==> src/rtl/btb_update_gen.sv <==
// btb_update_gen
// Turns resolved control-flow records into field-masked BTB updates. It
// queues them in a small circular FIFO and sends them to the BTB write port
// at one update per cycle.
//
// Ports
//   Clk, Rest        clock (rising edge) / asynchronous active-low reset
//   BtbStop          BTB stall; registered here to match the BTB's own delay
//   ResAble/ResReady resolved-record handshake (transfer on ResAble & ResReady)
//   Res*             resolved record: fetch-block PC, hit bank seen at
//                    prediction, actual and predicted type/direction/target
//   UpAble           BTB write strobe
//   UpAbleBank       bank select (00 = BTB picks by replacement counters)
//   UpPc             fetch-block aligned PC
//   UpCntAble/UpCnt  history field enable / value
//   BtbUpType*       type field enable / value
//   BtbUpTaget*      target field enable / value
//
// DEPTH must be a power of two and at least 2.
// TypeBRANCH must match the conditional-branch encoding in the shared type defines.

module btb_update_gen #(
  parameter int          DEPTH      = 4,
  parameter logic [2:0]  TypeBRANCH = 3'd1
) (
  input  logic        Clk,
  input  logic        Rest,
  input  logic        BtbStop,
  input  logic        ResAble,
  output logic        ResReady,
  input  logic [31:0] ResPc,
  input  logic [1:0]  ResHitBank,
  input  logic [2:0]  ResType,
  input  logic        ResTaken,
  input  logic [31:0] ResTarget,
  input  logic [2:0]  ResPredType,
  input  logic        ResPredTaken,
  input  logic [31:0] ResPredTarget,
  output logic        UpAble,
  output logic [1:0]  UpAbleBank,
  output logic [31:0] UpPc,
  output logic        UpCntAble,
  output logic [3:0]  UpCnt,
  output logic        BtbUpTypeAble,
  output logic [2:0]  BtbUpType,
  output logic        BtbUpTagetAble,
  output logic [31:0] BtbUpTaget
);

  localparam int          AW   = $clog2(DEPTH);
  localparam logic [AW:0] FULL = (AW + 1)'(DEPTH);

  // 71-bit queue entry
  typedef struct packed {
    logic [26:0] pc;
    logic [1:0]  bank;
    logic [3:0]  cnt;
    logic [2:0]  typ;
    logic [31:0] target;
    logic        cntAble;
    logic        typeAble;
    logic        tagetAble;
  } entry_t;

  entry_t         mem [DEPTH];
  entry_t         newEnt;
  entry_t         head;
  logic           keep;
  logic           push;
  logic           pop;
  logic           notEmpty;
  logic           stopQ;
  logic [AW-1:0]  wrPtr;
  logic [AW-1:0]  rdPtr;
  logic [AW:0]    count;

  // Offset within the fetch block never reaches the BTB.
  logic unusedPcLow;
  assign unusedPcLow = ^ResPc[4:0];

  // Classification of the record currently offered on the Res* port.
  always_comb begin
    newEnt        = '0;
    keep          = 1'b0;
    newEnt.pc     = ResPc[31:5];
    newEnt.cnt    = {4{ResTaken}};
    newEnt.typ    = ResType;
    newEnt.target = ResTarget;
    if (ResHitBank == 2'b00) begin
      // A not-taken conditional branch that missed is the BTB's default
      // prediction already, so there is nothing worth allocating.
      if (ResTaken || (ResType != TypeBRANCH)) begin
        keep             = 1'b1;
        newEnt.bank      = 2'b00;
        newEnt.cntAble   = 1'b1;
        newEnt.typeAble  = 1'b1;
        newEnt.tagetAble = 1'b1;
      end
    end else begin
      // 11 cannot come from a real lookup; steer it to bank0.
      newEnt.bank      = (ResHitBank == 2'b10) ? 2'b10 : 2'b01;
      newEnt.typeAble  = (ResType != ResPredType);
      newEnt.tagetAble = ResTaken & (ResTarget != ResPredTarget);
      newEnt.cntAble   = (ResType == TypeBRANCH) & (ResTaken != ResPredTaken);
      keep             = newEnt.typeAble | newEnt.tagetAble | newEnt.cntAble;
    end
  end

  // Ready is a function of occupancy only, so a full queue refuses even in
  // a cycle where the head is leaving.
  assign ResReady = (count != FULL);
  assign notEmpty = (count != '0);
  assign UpAble   = notEmpty & ~stopQ;
  assign pop      = UpAble;
  // Dropped records still complete the handshake but take no slot.
  assign push     = ResAble & ResReady & keep;

  always_ff @(posedge Clk or negedge Rest) begin
    if (!Rest) begin
      count <= '0;
      wrPtr <= '0;
      rdPtr <= '0;
      stopQ <= 1'b0;
    end else begin
      stopQ <= BtbStop;
      if (push) begin
        wrPtr <= wrPtr + 1'b1;
      end
      if (pop) begin
        rdPtr <= rdPtr + 1'b1;
      end
      case ({push, pop})
        2'b10:   count <= count + 1'b1;
        2'b01:   count <= count - 1'b1;
        default: count <= count;
      endcase
    end
  end

  // Entry storage needs no reset: the outputs are masked while count is 0.
  always_ff @(posedge Clk) begin
    if (push) begin
      mem[wrPtr] <= newEnt;
    end
  end

  assign head = notEmpty ? mem[rdPtr] : '0;

  assign UpAbleBank     = head.bank;
  assign UpPc           = {head.pc, 5'd0};
  assign UpCntAble      = head.cntAble;
  assign UpCnt          = head.cnt;
  assign BtbUpTypeAble  = head.typeAble;
  assign BtbUpType      = head.typ;
  assign BtbUpTagetAble = head.tagetAble;
  assign BtbUpTaget     = head.target;

endmodule

==> config.mk <==
export PLATFORM = sky130hd
export DESIGN_NAME = btb_update_gen
export DESIGN_NICKNAME = d
export VERILOG_FILES = /design/src/rtl/btb_update_gen.sv
export SDC_FILE = /design/constraint.sdc
export NUM_CORES = 1
export LEC_CHECK = 0
export CAP_MARGIN = 20
export CORE_AREA = 2 2 150 152
export DETAILED_ROUTE_END_ITERATION = 7
export DIE_AREA = 0 0 152 154
export MAX_ROUTING_LAYER = met4
export PLACE_DENSITY = 0.78
export SETUP_SLACK_MARGIN = 0.02
export SLEW_MARGIN = 0
export SYNTH_ARGS = -nofsm -noshare
export SYNTH_HDL_FRONTEND = slang
export SYNTH_SLANG_ARGS = --single-unit
==> constraint.sdc <==
create_clock -name Clk -period 6.5 [get_ports Clk]
set_input_delay 1.3 -clock Clk [delete_from_list [all_inputs] [get_ports Clk]]
set_output_delay 1.3 -clock Clk [all_outputs]
set_load 0.02 [all_outputs]
# --- Word-level counts from Yosys, hierarchy flattened ---
# Memories as Yosys holds them, arrays and structs flattened.
# Cells that the tools add are included.
word_totals:
  output_inout_bits: 78
  mem_count: 1
  reg_bits: 8
  input_bits: 110
  mem_bits_rw: 284
mem_list:
  columns: ["memory", "depth", "width", "read_ports", "rd_ports_with_merged_regs", "wr", "line_no", "text"]
  rows:
  - ["mem", 4, 71, 1, 0, 1, "65", "entry_t mem [DEPTH];"]
op_classes:
  n_eq_ne: 9
  mux: 10
  bitwise_logic: 8
  reduce_logical: 4
  addsub: 4
ops:
  columns: ["cell", "n"]
  rows:
  - ["71-bit 2-to-1 mux", 1]
  - ["32-bit inequality test", 1]
  - ["3-bit 2-to-1 mux", 2]
  - ["3-bit case mux with 2 select lines", 1]
  - ["1-bit AND", 5]
  - ["2-bit by 1-bit adder with 2-bit output, second input constant", 2]
  - ["2-bit == test, second input constant", 2]
  - ["1-bit 2-to-1 mux", 4]
  - ["2-bit 2-to-1 mux", 2]
  - ["3-bit by 1-bit adder with 3-bit output, second input constant", 1]
  - ["3-bit by 1-bit == test with 1-bit output, second input constant", 1]
  - ["3-bit by 1-bit inequality test with 1-bit output, second input constant", 1]
  - ["3-bit inequality test", 1]
  - ["3-bit inequality test, second input constant", 1]
  - ["3-bit nonzero test", 1]
  - ["3-bit by 1-bit subtractor with 3-bit output, second input constant", 1]
  - ["2-bit by 1-bit == test with 1-bit output, second input constant", 1]
  - ["2-bit zero test", 1]
  - ["1-bit bitwise OR", 2]
  - ["2-bit nonzero test", 1]
  - ["1-bit logical OR", 1]
  - ["1-bit inequality test", 1]
  - ["1-bit inverter", 1]

# --- Longest topological paths before layout ---
logic_depth:
  word_depth: 8
  depth_mapped: 11
  mapped_depth_nobuf: 11

# --- Worst setup path after synthesis ---
# Ideal clock, no wire load.
synth_path:
  kind: "in2reg"
  from: "input ResType[0]"
  to: "memory mem[0][0] (netlist bit), enable pin"
  setup_time_ns: 0.517
  path_stages: 5
  t_arrival_ns: 5.418
  path_slack_ns: 0.565
  n_path_buf: 1
  t_required_ns: 5.983
  cell_sequence: "nor4b_4 > a221oi_1 > clkbuf_1 > nand2_1 > a21oi_1"
synth_between:
  elab_chain_len: 7
synth_lines:
  columns: ["element", "line_no", "text"]
  rows:
  - ["start, declared", "33", "input logic [2:0] ResType,"]
  - ["3-bit inequality test, or another cell as far along", "102", "newEnt.typeAble = (ResType != ResPredType);"]
  - ["1-bit bitwise OR, or another cell as far along", "105", "keep = newEnt.typeAble | newEnt.tagetAble | newEnt.cntAble;"]
  - ["1-bit bitwise OR or 1-bit 2-to-1 mux (tied branches)", "105, 92", null]
  - ["1-bit 2-to-1 mux (*)", "89", "if (ResHitBank == 2'b00) begin"]
  - ["1-bit AND (*)", "116", "assign push = ResAble & ResReady & keep;"]
  - ["1-bit 2-to-1 mux (*)", "142", "if (push) begin"]
  - ["1-bit 2-to-1 mux (not written as such) (*)", "143", "mem[wrPtr] <= newEnt;"]
  - ["end, declared", "65", null]
# Every way passes the cells marked *; elsewhere a longest branch is shown, timed or not.

# --- Worst setup path after layout ---
layout_path:
  from: "register rdPtr[0]"
  to: "output UpCnt[1]"
layout_between:
  elab_chain_len: 2
layout_lines:
  columns: ["element", "line_no", "text"]
  rows:
  - ["start, declared", "74", "logic [AW-1:0] rdPtr;"]
  - ["start signal, assigned", "130", "rdPtr <= rdPtr + 1'b1;"]
  - ["memory read 4 x 71 bit", null, null]
  - ["71-bit 2-to-1 mux", "147", "assign head = notEmpty ? mem[rdPtr] : '0;"]
  - ["end, declared", "43", "output logic [3:0] UpCnt,"]
# No other way between the ends.

==> results.sh <==
export IMPL_outcome="finished clean"
export IMPL_antenna_cells=0
export IMPL_slowest_stage="dfrtp_4"
export IMPL_cts_setup_buffers=0
export IMPL_timing_fmax_mhz=223
export IMPL_syn_avg_cell_area_um2=20.4
export IMPL_crit_required_ns=5.20
export IMPL_cp_top_family="buffers and inverters"
export IMPL_r2r_end="mem[3][69]$_DFFE_PP_"
export IMPL_drc_errors=0
export IMPL_cts_buffer_depth=3
export IMPL_crit_buf_inv=2
export IMPL_dieArea_um2=23400
export IMPL_avgRoutedWirePerCell_um=21.5
export IMPL_start_util_pct=52.3
export IMPL_numPortBuffers=177
export IMPL_period_needed_ns=4.49
export IMPL_synth_top_area_cell="edfxtp_1"
export IMPL_final_nets=864
export IMPL_chipHeight_um=154
export IMPL_yosys_warnings=0
export IMPL_synth_top_family_by_area="multiplexers"
export IMPL_final_antenna_net_count=0
export IMPL_via_count=5864
export IMPL_whs_path_depth=1
export IMPL_mostFrequentLayoutCells="272 x edfxtp_1, 177 x clkdlybuf4s50_1, 68 x mux4_2"
export IMPL_maxSlewHeadroom_pct=21.0
export IMPL_synthTopCellsByArea="edfxtp_1 72%, mux4_2 13%, nor2b_1 3.4%, xor2_1 2.7%, dfrtp_1 1.8%"
export IMPL_yosys_register_bits=280
export IMPL_clock_latency_ns=0.53
export IMPL_antenna_found_initial=0
export IMPL_grt_max_degree=70
export IMPL_drive_above_1_share_pct=16.8
export IMPL_grt_overflow=0
export IMPL_numCtsBuffers=28
export IMPL_syn_to_final_growth_pct=26.5
export IMPL_syn_area_um2=11300
export IMPL_num_io_pins=188
export IMPL_cts_root_buf="clkbuf_16"
export IMPL_synthMuxAreaShare_pct=13.6
export IMPL_synthXorXnorAreaFrac_pct=3.09
export IMPL_synth_compound_area_share_pct=1.32
export IMPL_core_area_um2=21700
export IMPL_worstMarginPinSlew_ns=1.19
export IMPL_fin_util_pct=66.2
export IMPL_cp_end_kind="output port"
export IMPL_drt_first_pass_iters=5
export IMPL_synth_fa_ha_area_share_pct=0.728
export IMPL_worstPathCellList="buf_4 -> mux4_2 -> nor2b_1 -> clkdlybuf4s50_1"
export IMPL_path_clk_slew_ns=0.06
export IMPL_fp_row_count=54
export IMPL_slew_viol_final=0
export IMPL_ctsResizeCount=0
export IMPL_reg2reg_slack_ns=3.23
export IMPL_hold_path_end="count[0]$_DFFE_PN0P_"
export IMPL_tritoncts="built"
export IMPL_cpPeakStageDelay_ns=0.81
export IMPL_worstSetupPathType="register to output port"
export IMPL_cts_max_level=1
export IMPL_grt_pass1_vias=6283
export IMPL_hold_viol_final=0
export IMPL_drt_vias_per_instance=5.59
export IMPL_gp_congestion=0.772
export IMPL_crit_arrival_ns=3.19
export IMPL_finalClockSkew_ns=0.00716
export IMPL_fin_tns_setup_ns=0
export IMPL_synth_flop_cell="edfxtp_1"
export IMPL_layout_cells_most_common="edfxtp_1"
export IMPL_ys_types=39
export IMPL_setup_violations=0
export IMPL_grt_util_all_layers_pct=20.2
export IMPL_ys_async_sr_fraction_pct=2.86
export IMPL_die_width_um=152
export IMPL_synth_seq_area_share_pct=73.7
export IMPL_ir_drop_uv=271
export IMPL_critPathLaunchType="register"
export IMPL_routed_wl_mm=22.5
export IMPL_rsz0062_at_grt="no"
export IMPL_critPathMaxFanout=29
export IMPL_period_share_pct=69.1
export IMPL_hold_path_startpoint="count[0]$_DFFE_PN0P_"
export IMPL_synth_cells=557
export IMPL_yosys_area_share_simple_pct=5.86
export IMPL_p_per_area_nw_per_um2=463
export IMPL_holdCritPathClass="register to register"
export IMPL_timing_rr_start="count[0]$_DFFE_PN0P_"
export IMPL_dp_hpwl_mm=14.0
export IMPL_synth_edf_count=272
export IMPL_rr_worst_depth=5
export IMPL_grt_pass1_wl_mm=35.2
export IMPL_p_leak_nw=4.75
export IMPL_clock_sinks=280
export IMPL_drv_cap=0
export IMPL_hold_buffers=0
export IMPL_drtIter0Drc=453
export IMPL_synth_top_area_share_pct=72.0
==> sequential cells by signal (all words and copies together), names as in the netlist <==
register	count
count	3
stopQ	1
wrPtr	2
mem	272
rdPtr	2
==> power breakdown <==
group | total (mW) | switching (mW) | leakage (nW) | internal [mW]
Clock | 1.51 | 0.617 | 0.424 | 0.888
Combinational | 2.53 | 1.23 | 1.75 | 1.30
Sequential | 2.60 | 0.233 | 2.58 | 2.37
Total | 6.64 | 2.08 | 4.75 | 4.56
==> how the worst max path moves through the flow <==
stage | startpoint | cells after the start | end | slack [ns]
final | rdPtr[0]$_DFFE_PN0P_ | 4 | UpCnt[1] | 2.01
after global routing | rdPtr[0]$_DFFE_PN0P_ | 4 | UpCnt[0] | 1.74
after CTS | rdPtr[0]$_DFFE_PN0P_ | 4 | UpCnt[1] | 1.87
after detailed placement | ResTaken | 6 | mem[3][22]$_DFFE_PP_ | 1.61
after global placement | ResType[1] | 6 | mem[3][23]$_DFFE_PP_ | 1.77
after floorplan | ResType[0] | 5 | mem[0][0]$_DFFE_PP_ | 0.56
==> cell families (layout without fill, tap and decap cells) <==
group / Yosys count / after routing
DFF: 280 / 280
and+or+nand+nor: 101 / 101
muxes: 69 / 69
xor gates and xnor gates: 40 / 40
buffers and inverters: 39 / 247
AOI/OAI and AO/OA: 21 / 21
adders and majority gates: 6 / 6
other: 1 / 5
==> stage by stage <==
stage	hold WS (ns)	instance area [um2]	std cells	total power [mW]	setup WS, ns
after floorplan	0.483	11400	561	4.13	0.565
after global placement	0.523	13500	998	5.15	1.77
after detailed placement	0.562	13500	998	5.22	1.61
after CTS	0.577	14400	1049	6.74	1.87
after global routing	0.612	14400	1049	6.95	1.74
final	0.566	14400	1049	6.64	2.01
==> layer usage <==
layer,up-vias,track usage (%),wire length (um)
li1,2598,-,-
met3,30,3.04,1540
met2,245,34.9,11700
met1,2991,25.6,8890
met5,-,-,0
met4,0,4.41,363
==> synthesized netlist by cell type (2+ instances only) <==
| cell | instances |
|---|---|
| a2111oi_0 | 2 |
| a21o_1 | 2 |
| a21oi_1 | 6 |
| and2b_1 | 8 |
| buf_2 | 9 |
| buf_4 | 8 |
| clkbuf_1 | 16 |
| dfrtp_1 | 8 |
| edfxtp_1 | 272 |
| ha_1 | 5 |
| inv_1 | 6 |
| mux4_2 | 68 |
| nand2_1 | 7 |
| nand3_1 | 2 |
| nor2_1 | 6 |
| nor2b_1 | 61 |
| nor3_1 | 2 |
| nor4_1 | 4 |
| nor4_2 | 3 |
| o2111ai_1 | 3 |
| o21ai_0 | 2 |
| or4_1 | 2 |
| xnor2_1 | 5 |
| xor2_1 | 35 |
==> final cells by class <==
cell class | count | area (um2)
flip-flops and latches | 280 | 8380
fillers | 1431 | 7330
multi-input cells | 242 | 2860
repair buffers | 190 | 1880
clock buffers | 36 | 752
well taps | 280 | 350
clock inverters | 15 | 114
inverters | 6 | 22.5
Note: power is estimated with default switching activity, not from simulation.
